[src/rtl/regfile_pkg.sv]
// Shared register-file defaults and the one-hot address decoder used by decoder32 clients.
package regfile_pkg;

    localparam int DATA_W_DEF = 32;
    localparam int ADDR_W_DEF = 5;
    localparam int MAX_ADDR_W = 8;

    // Callers narrow the result to their own 2**ADDR_W entries.
    function automatic logic [(1 << MAX_ADDR_W)-1:0] onehot_dec(input logic [MAX_ADDR_W-1:0] addr);
        onehot_dec       = '0;
        onehot_dec[addr] = 1'b1;
    endfunction

endpackage

[src/rtl/regfile_scoreboard.sv]
// Per-register busy bits with flush/issue/write priority and a registered busy count.
module regfile_scoreboard
    import regfile_pkg::*;
#(
    parameter int ADDR_W   = ADDR_W_DEF,
    parameter int ZERO_REG = 1,
    parameter int BYPASS   = 1
) (
    input  logic              clock,
    input  logic              ctrl_reset,
    input  logic              write_en,
    input  logic [ADDR_W-1:0] write_reg,
    input  logic              issue_en,
    input  logic [ADDR_W-1:0] issue_reg,
    input  logic              flush,
    input  logic [ADDR_W-1:0] rd_a,
    input  logic [ADDR_W-1:0] rd_b,
    output logic              busy_a,
    output logic              busy_b,
    output logic              busy_issue,
    output logic [ADDR_W:0]   busy_count
);

    localparam int   DEPTH = 1 << ADDR_W;
    localparam logic ZR    = (ZERO_REG != 0);
    localparam logic BP    = (BYPASS != 0);

    logic [DEPTH-1:0] busy;
    logic [DEPTH-1:0] busy_next;
    logic [DEPTH-1:0] set_mask;
    logic [DEPTH-1:0] clr_mask;
    logic [ADDR_W:0]  cnt_next;

    always_comb begin
        set_mask = '0;
        clr_mask = '0;
        if (issue_en && !(ZR && issue_reg == '0))
            set_mask = DEPTH'(onehot_dec(MAX_ADDR_W'(issue_reg)));
        if (write_en)
            clr_mask = DEPTH'(onehot_dec(MAX_ADDR_W'(write_reg)));
        // Set after clear so a same-cycle issue keeps the new producer pending.
        if (flush)
            busy_next = '0;
        else
            busy_next = (busy & ~clr_mask) | set_mask;
        if (ZR)
            busy_next[0] = 1'b0;
    end

    always_comb begin
        cnt_next = '0;
        for (int i = 0; i < DEPTH; i++)
            cnt_next = cnt_next + {{ADDR_W{1'b0}}, busy_next[i]};
    end

    always_ff @(posedge clock) begin
        if (!ctrl_reset) begin
            busy       <= '0;
            busy_count <= '0;
        end else begin
            busy       <= busy_next;
            busy_count <= cnt_next;
        end
    end

    assign busy_a     = busy[rd_a]      & ~(BP && write_en && write_reg == rd_a);
    assign busy_b     = busy[rd_b]      & ~(BP && write_en && write_reg == rd_b);
    assign busy_issue = busy[issue_reg] & ~(BP && write_en && write_reg == issue_reg);

endmodule

[src/rtl/regfile_sb.sv]
// Register file with two async read ports, one write port, optional bypass/zero register and busy scoreboard.
module regfile_sb
    import regfile_pkg::*;
#(
    parameter int DATA_W   = DATA_W_DEF,
    parameter int ADDR_W   = ADDR_W_DEF,
    parameter int ZERO_REG = 1,
    parameter int BYPASS   = 1
) (
    input  logic              clock,
    input  logic              ctrl_reset,
    input  logic              ctrl_writeEnable,
    input  logic [ADDR_W-1:0] ctrl_writeReg,
    input  logic [DATA_W-1:0] data_writeReg,
    input  logic [ADDR_W-1:0] ctrl_readRegA,
    input  logic [ADDR_W-1:0] ctrl_readRegB,
    output logic [DATA_W-1:0] data_readRegA,
    output logic [DATA_W-1:0] data_readRegB,
    input  logic              ctrl_issueEnable,
    input  logic [ADDR_W-1:0] ctrl_issueReg,
    input  logic              ctrl_flush,
    output logic              busy_readRegA,
    output logic              busy_readRegB,
    output logic              busy_issueReg,
    output logic [ADDR_W:0]   busy_count,
    input  logic [ADDR_W-1:0] ctrl_snoopReg,
    output logic [DATA_W-1:0] data_snoop
);

    localparam int   DEPTH = 1 << ADDR_W;
    localparam logic ZR    = (ZERO_REG != 0);
    localparam logic BP    = (BYPASS != 0);

    logic [DATA_W-1:0] mem [DEPTH];
    logic              wr_ok;

    assign wr_ok = ctrl_writeEnable && !(ZR && ctrl_writeReg == '0);

    always_ff @(posedge clock) begin
        if (!ctrl_reset) begin
            for (int i = 0; i < DEPTH; i++)
                mem[i] <= '0;
        end else if (wr_ok) begin
            mem[ctrl_writeReg] <= data_writeReg;
        end
    end

    // wr_ok already excludes the zero register, so forwarding never leaks into r0.
    always_comb begin
        data_readRegA = mem[ctrl_readRegA];
        if (BP && wr_ok && ctrl_writeReg == ctrl_readRegA)
            data_readRegA = data_writeReg;
        if (ZR && ctrl_readRegA == '0)
            data_readRegA = '0;
    end

    always_comb begin
        data_readRegB = mem[ctrl_readRegB];
        if (BP && wr_ok && ctrl_writeReg == ctrl_readRegB)
            data_readRegB = data_writeReg;
        if (ZR && ctrl_readRegB == '0)
            data_readRegB = '0;
    end

    always_comb begin
        data_snoop = mem[ctrl_snoopReg];
        if (ZR && ctrl_snoopReg == '0)
            data_snoop = '0;
    end

    regfile_scoreboard #(
        .ADDR_W   (ADDR_W),
        .ZERO_REG (ZERO_REG),
        .BYPASS   (BYPASS)
    ) u_scoreboard (
        .clock      (clock),
        .ctrl_reset (ctrl_reset),
        .write_en   (ctrl_writeEnable),
        .write_reg  (ctrl_writeReg),
        .issue_en   (ctrl_issueEnable),
        .issue_reg  (ctrl_issueReg),
        .flush      (ctrl_flush),
        .rd_a       (ctrl_readRegA),
        .rd_b       (ctrl_readRegB),
        .busy_a     (busy_readRegA),
        .busy_b     (busy_readRegB),
        .busy_issue (busy_issueReg),
        .busy_count (busy_count)
    );

endmodule

[config.mk]
export PLATFORM = sky130hd
export DESIGN_NAME = regfile_sb
export DESIGN_NICKNAME = d
export VERILOG_FILES = /design/src/rtl/regfile_pkg.sv /design/src/rtl/regfile_scoreboard.sv /design/src/rtl/regfile_sb.sv
export SDC_FILE = /design/constraint.sdc
export NUM_CORES = 2
export LEC_CHECK = 0
export BUFFER_PORTS_ARGS = -buffer_cell sky130_fd_sc_hd__buf_4
export CAP_MARGIN = 30
export CORE_MARGIN = 5
export CORE_UTILIZATION = 43
export DETAILED_ROUTE_END_ITERATION = 8
export PLACE_DENSITY = 0.68
export SLEW_MARGIN = 20
export SYNTH_ARGS = -nofsm -noshare
export SYNTH_HDL_FRONTEND = slang
export SYNTH_SLANG_ARGS = --single-unit
[constraint.sdc]
create_clock -name clock -period 15.05 [get_ports clock]
set_input_delay 1.505 -clock clock [delete_from_list [all_inputs] [get_ports clock]]
set_output_delay 1.505 -clock clock [all_outputs]
set_load 0.02 [all_outputs]
* Word level (Yosys, flattened, before mapping)
Memory sizes are Yosys's and may differ from the RTL's.
Index checks and enable logic that the tools add are counted.
** Cells by class
- Order comparisons :: 7
- Equal/unequal tests :: 3
- Add/sub/neg operators :: 30
- Bitwise logic cells :: 9
- Reductions and logical operators :: 17
- Muxes and demuxes :: 25
** Operators by type and width (number)
- 2-to-1 mux 32 bit :: 9
- adder 6 x 1 -> 6 bit :: 29
- AND 32 bit :: 1
- NOT 32 bit :: 1
- OR 32 bit :: 1
- OR reduction 32 bit :: 1
- zero test 5 bit :: 5
- less-than comparator 5 x 6 -> 1 bit, second input constant :: 3
- less-than comparator 5 x 9 -> 1 bit, second input constant :: 2
- binary-select mux 1 bit (select 5 bit) :: 3
- == test 5 bit :: 3
- demux 1 bit (select 5 bit) :: 2
- >= comparator 5 x 1 -> 1 bit, second input constant :: 2
- 2-to-1 mux 1 bit :: 10
- logical AND 1 bit :: 9
- 2-to-1 mux 5 bit :: 1
- AND 1 bit :: 3
- NOT 1 bit :: 3
- adder 1 x 1 -> 2 bit :: 1
- zero test 1 bit :: 2
** Storage, ports and cells
- Input port bits :: 62
- Register bits after elaboration :: 38
- Memory bits (writable) :: 1024
- Memories kept :: 1
** Memory list
- mem :: depth 32, width 32, rd ports 3, clocked after memory_dff 0, wr ports 32, RTL line regfile_sb.sv:34 : logic [DATA_W-1:0] mem [DEPTH];

* Longest topological paths before layout
- Depth in word-level cells :: 39
- Gate-level depth with buffers :: 22
- Mapped depth without buffers :: 20

* Cells and area by module
From an unflattened synthesis, not the netlist that was laid out.
** Second synthesis, totals
- Cell total of the unflattened synthesis :: 4719
- Area total of the unflattened synthesis :: 66785.3 µm²
** Modules (own cells, without submodules)
- regfile_sb :: area an instance 63318.2 µm², times used 1, cells an instance 4338, sequential area each 30749.5 µm²
- regfile_scoreboard :: area an instance 3467.1 µm², times used 1, cells an instance 381, sequential area each 740.7 µm²

* Least setup slack after synthesis
OpenSTA, ideal clock, no wires.
- Path kind :: input port to flip-flop
- From :: input port ctrl_issueReg[0]
- To :: register u_scoreboard.busy_count[4]
- Required time :: 14.922 ns
- Path slack :: 7.988 ns
- Library setup time :: 0.128 ns
- Arrival :: 6.934 ns
- Stages :: 21
- Cells stage by stage :: clkbuf_1 -> buf_1 -> and3b_1 -> clkbuf_1 -> nand2_1 -> a21oi_1 -> ha_1 -> inv_1 -> fa_1 -> fa_1 -> fa_1 -> fa_1 -> fa_1 -> inv_1 -> fa_1 -> ha_1 -> fa_1 -> a21o_1 -> a21oi_1 -> xor2_1 -> nor2_1
** Between the ends
- Cells in the longest elaborated chain, start to end :: 37
- Elaborated cells on any way between the ends :: 41
** Ends and longest elaborated chain
- start, declared :: RTL line regfile_sb.sv:20 : input logic [ADDR_W-1:0] ctrl_issueReg,
- less-than comparator 5 x 9 -> 1 bit (implied by the code) or >= comparator 5 x 1 -> 1 bit (tied branches) :: RTL line regfile_pkg.sv:11 : onehot_dec[addr] = 1'b1;
- logical AND 1 bit (implied by the code) :: RTL line regfile_pkg.sv:11
- 2-to-1 mux 1 bit (implied by the code) :: RTL line regfile_pkg.sv:11
- demux 1 bit (select 5 bit)
- 2-to-1 mux 32 bit * :: RTL line regfile_scoreboard.sv:37 : if (issue_en && !(ZR && issue_reg == '0))
- OR 32 bit * :: RTL line regfile_scoreboard.sv:45 : busy_next = (busy & ~clr_mask) | set_mask;
- 2-to-1 mux 32 bit * :: RTL line regfile_scoreboard.sv:42 : if (flush)
- named net u_scoreboard.busy_next[1] :: RTL line regfile_scoreboard.sv:29 : logic [DEPTH-1:0] busy_next;
- adder 1 x 1 -> 2 bit * :: RTL line regfile_scoreboard.sv:53 : cnt_next = cnt_next + {{ADDR_W{1'b0}}, busy_next[i]};
- adder 6 x 1 -> 6 bit * (29 in a row) :: RTL line regfile_scoreboard.sv:53
- end signal, assigned :: RTL line regfile_scoreboard.sv:62 : busy_count <= cnt_next;
- end, declared :: RTL line regfile_scoreboard.sv:21 : output logic [ADDR_W:0] busy_count
Mark *: on every way through the listed nets, which the timed path passes. The rest lies on a longest branch.
A chain may end at the register's enable or synchronous reset.

* Worst setup path in the final report
- From :: input port ctrl_readRegA[0]
- To :: output port data_readRegA[28]
** Between the ends
- Cells in the longest elaborated chain, start to end :: 4
- Elaborated cells on any way between the ends :: 6
** Ends and longest elaborated chain
- start, declared :: RTL line regfile_sb.sv:15 : input logic [ADDR_W-1:0] ctrl_readRegA,
- branches (longest 3 deep; another with memory (32 x 32 bit))
- 2-to-1 mux 32 bit * :: RTL line regfile_sb.sv:53 : if (ZR && ctrl_readRegA == '0)
- end, declared :: RTL line regfile_sb.sv:17 : output logic [DATA_W-1:0] data_readRegA,
Every way passes the cells marked *.

==> impl_metrics.yaml <==
critical_path:
  endpoint_kind: "output port"
  path_cells: "buf_8 > buf_4 > buf_4 > buf_4 > mux4_2 > o211ai_1 > nand2_1 > nor4b_1 > nor3_1 > buf_4"
  cp_slowest_cell: "buf_4"
  worstReg2RegEnd: "u_scoreboard.busy_count[4]"
  crit_path_end: "data_readRegA[28]"
  ff2ff_path_depth: 17
  worst-path-buf-inv: 5
  worst-setup-path-type: "in2out"
  critPathArrivalTime_ns: 6.20
  crit_path_start: "ctrl_readRegA[0]"
  path_delay_family: "buffers and inverters"
  r2r-start: "u_scoreboard.busy[2]"
  crit_top_cell: "buf_4"
  crit_fanout: 74
  max_stage_delay_ns: 0.74
  cp.required_ns: 13.55
  r2r_slack_ns: 9.71
  crit_cells: 10
  start_kind: "primary input"
cells_and_area:
  final_util: 0.476
  multi_input_area_um2: 33400
  drive_gt1_frac: 0.270
  stdcell_count: 6922
  layout_common_cells: "edfxtp_1, and2_1, mux4_2"
  fillers: 13300
  seqCellArea_um2: 31500
  final_common_cell: "edfxtp_1"
  stdcell_area_um2: 74100
  area_delta_synth_final_pct: 10.4
  fin_nets: 4835
synthesis:
  yosysSeqAreaShare: 0.469
  synth-compound-area-share: 0.0572
  yosys.area_share.simple: 0.126
  synthTopCellsByArea: "edfxtp_1, mux4_2, and2_1, mux2i_1, clkbuf_1"
  async_flop_share: 0
  synth.mux.area_fraction: 0.292
  synth_largest_area_cell: "edfxtp_1"
  yosys_register_bits: 1061
  synth_edf_count: 1024
  ys_types: 75
  syn_area_um2: 67100
  synth_area_per_cell_um2: 14.0
  synth_fa_ha_area_frac: 0.00854
  synthCells: 4794
  yosys.area_share.xor_xnor: 0.00222
  yosysWarnings: 0
  synth_flop_cell: "edfxtp_1"
  yosys.area.top_type_share: 0.458
  synth_top_family_by_area: "multiplexers"
power:
  p_per_area_nw_per_um2: 103
  p_leak_nw: 25.7
  vdd_drop_max_v: 0.0000920
place:
  port_buffers: 166
  place_hpwl_um: 154000
  dpl_cell_area_um2: 70300
  placed_cells: 6677
  gp_congestion: 0.909
clocking:
  htree_levels: 3
  holdBufCountCts: 0
  clk_latency_ns: 0.75
  clkSlewWorstSetupHoldPaths_ns: 0.06
  ctsResizeCount: 0
  cts.sinks: 1061
  cts_tree: "done"
  cts_buffers: 111
  cts_setup_buffers: 0
  cts_buffer_depth: 3
  cts-root-buf: "clkbuf_16"
floorplan:
  start_util: 0.431
  dieWidth_um: 405
  rows: 145
  dieArea_um2: 164000
  io_pins: 167
  die_h_um: 405
  coreArea_um2: 156000
detailed_routing:
  vias: 49100
  wirelength_um: 273000
  viasPerCell: 7.09
  ant_nets: 0
  drt_first_pass_iters: 6
  drc_errors: 0
  wl_per_cell_um: 39.4
  drtIter0Drc: 8381
sta:
  drv_slew: 0
  setup_tns_ns: 0
  final-hold-violation-count: 0
  max_freq_mhz: 130
  worstMarginPinSlew_ns: 1.14
  hold_slack_ns: 0.651
  fin_crit_ns: 7.71
  rsz0062_at_grt: "false"
  finalCritPeriodShare: 0.512
  finalSetupViolCount: 0
  finalClockSkew_ns: 0.00427
  relSlewSlack: 0.238
global_routing:
  track_usage: 0.328
  grt_max_degree: 83
  antenna_found_initial: 42
  grt_pass1_vias: 47700
  overflow: 0
  grt_pass1_wl_um: 376000
status:
  outcome: "completed"
job:
  cap_viol_max_count: 0
hold_path:
  hold_class: "reg2reg"
worst reg2reg max path, delay by kind of cell, from the launching register on:
kind                     cells  cell delay [ns]
adder cells (fa/ha/maj)      9             3.80
AND/OR/NAND/NOR              1             0.05
AO/OA/AOI/OAI                4             0.68
buffers and inverters        2             0.12
flip-flops                   1             0.39
XOR/XNOR                     1             0.16
area by class of cell:
cell class	instances	share of cell area
Clock buffer	140	0.0408
Tap cell	2058	0.0347
Multi-Input combinational cell	3171	0.451
Clock inverter	64	0.00718
Timing Repair Buffer	328	0.0366
Sequential cell	1061	0.425
Inverter	68	0.00346
Antenna cell	32	0.00108
flip-flops by register name, indices dropped and copies added, names as in the netlist:
signal                   count
mem                       1024
u_scoreboard.busy           31
u_scoreboard.busy_count      6
power breakdown:
group	switching, mW	internal, mW	total [mW]
clock network	1.23	1.55	2.78
registers	0.118	3.40	3.52
logic	0.814	0.545	1.36
total	2.16	5.50	7.66
worst min-delay path by stage:
stage	startpoint	cells past startpoint	slack [ns]	end
final	u_scoreboard.busy[11]	3	0.65	u_scoreboard.busy[11]
after global placement	u_scoreboard.busy[29]	3	0.63	u_scoreboard.busy[29]
after floorplan	u_scoreboard.busy[11]	3	0.58	u_scoreboard.busy[11]
after global routing	u_scoreboard.busy[11]	3	0.70	u_scoreboard.busy[11]
after CTS	u_scoreboard.busy[11]	3	0.63	u_scoreboard.busy[11]
after detailed placement	u_scoreboard.busy[11]	3	0.62	u_scoreboard.busy[11]
synthesized netlist by cell type (17+ instances only):
library cell     n
nand2b_1        17
fa_1            23
nand2_1        131
and2_1        1008
a22oi_1        107
clkbuf_1       321
mux4_2         688
a21o_1          25
mux4_1          23
buf_4           51
inv_1           66
o22ai_1         35
nand3_1         39
buf_2           86
buf_6           24
mux2_2          34
buf_1           20
o21ai_0        132
o211ai_1        25
a211oi_1        18
a21oi_1         66
nor3_1          73
a221oi_1        42
mux2i_1        311
nor2_1         130
a221o_1         22
o21ai_1         33
dfxtp_1         37
edfxtp_1      1024
logic make-up after synthesis:
kind of cell / after synthesis
and+or+nand+nor: 1468
DFF: 1061
muxes: 1056
buffers and inverters: 593
AOI/OAI and AO/OA: 566
adders and majority gates: 32
xor gates and xnor gates: 17
other: 1
through the flow:
step	worst slack (ns)	total power [mW]
6_report	7.34	7.66
5_1_grt	7.08	7.83
4_1_cts	7.32	7.61
3_5_place_dp	7.35	4.89
3_3_place_gp	7.42	4.86
2_1_floorplan	7.99	4.37
per-layer routing:
metal	routed length (um)	global-route usage	vias to the layer above	share of wire
met2	118000	0.481	4776	0.43
met1	87900	0.401	24500	0.32
met3	43600	0.123	1191	0.16
li1	-	-	18600	-
met5	126	0	-	0.00046
met4	23600	0.235	18	0.087
Power figures use the tool's default switching activity.
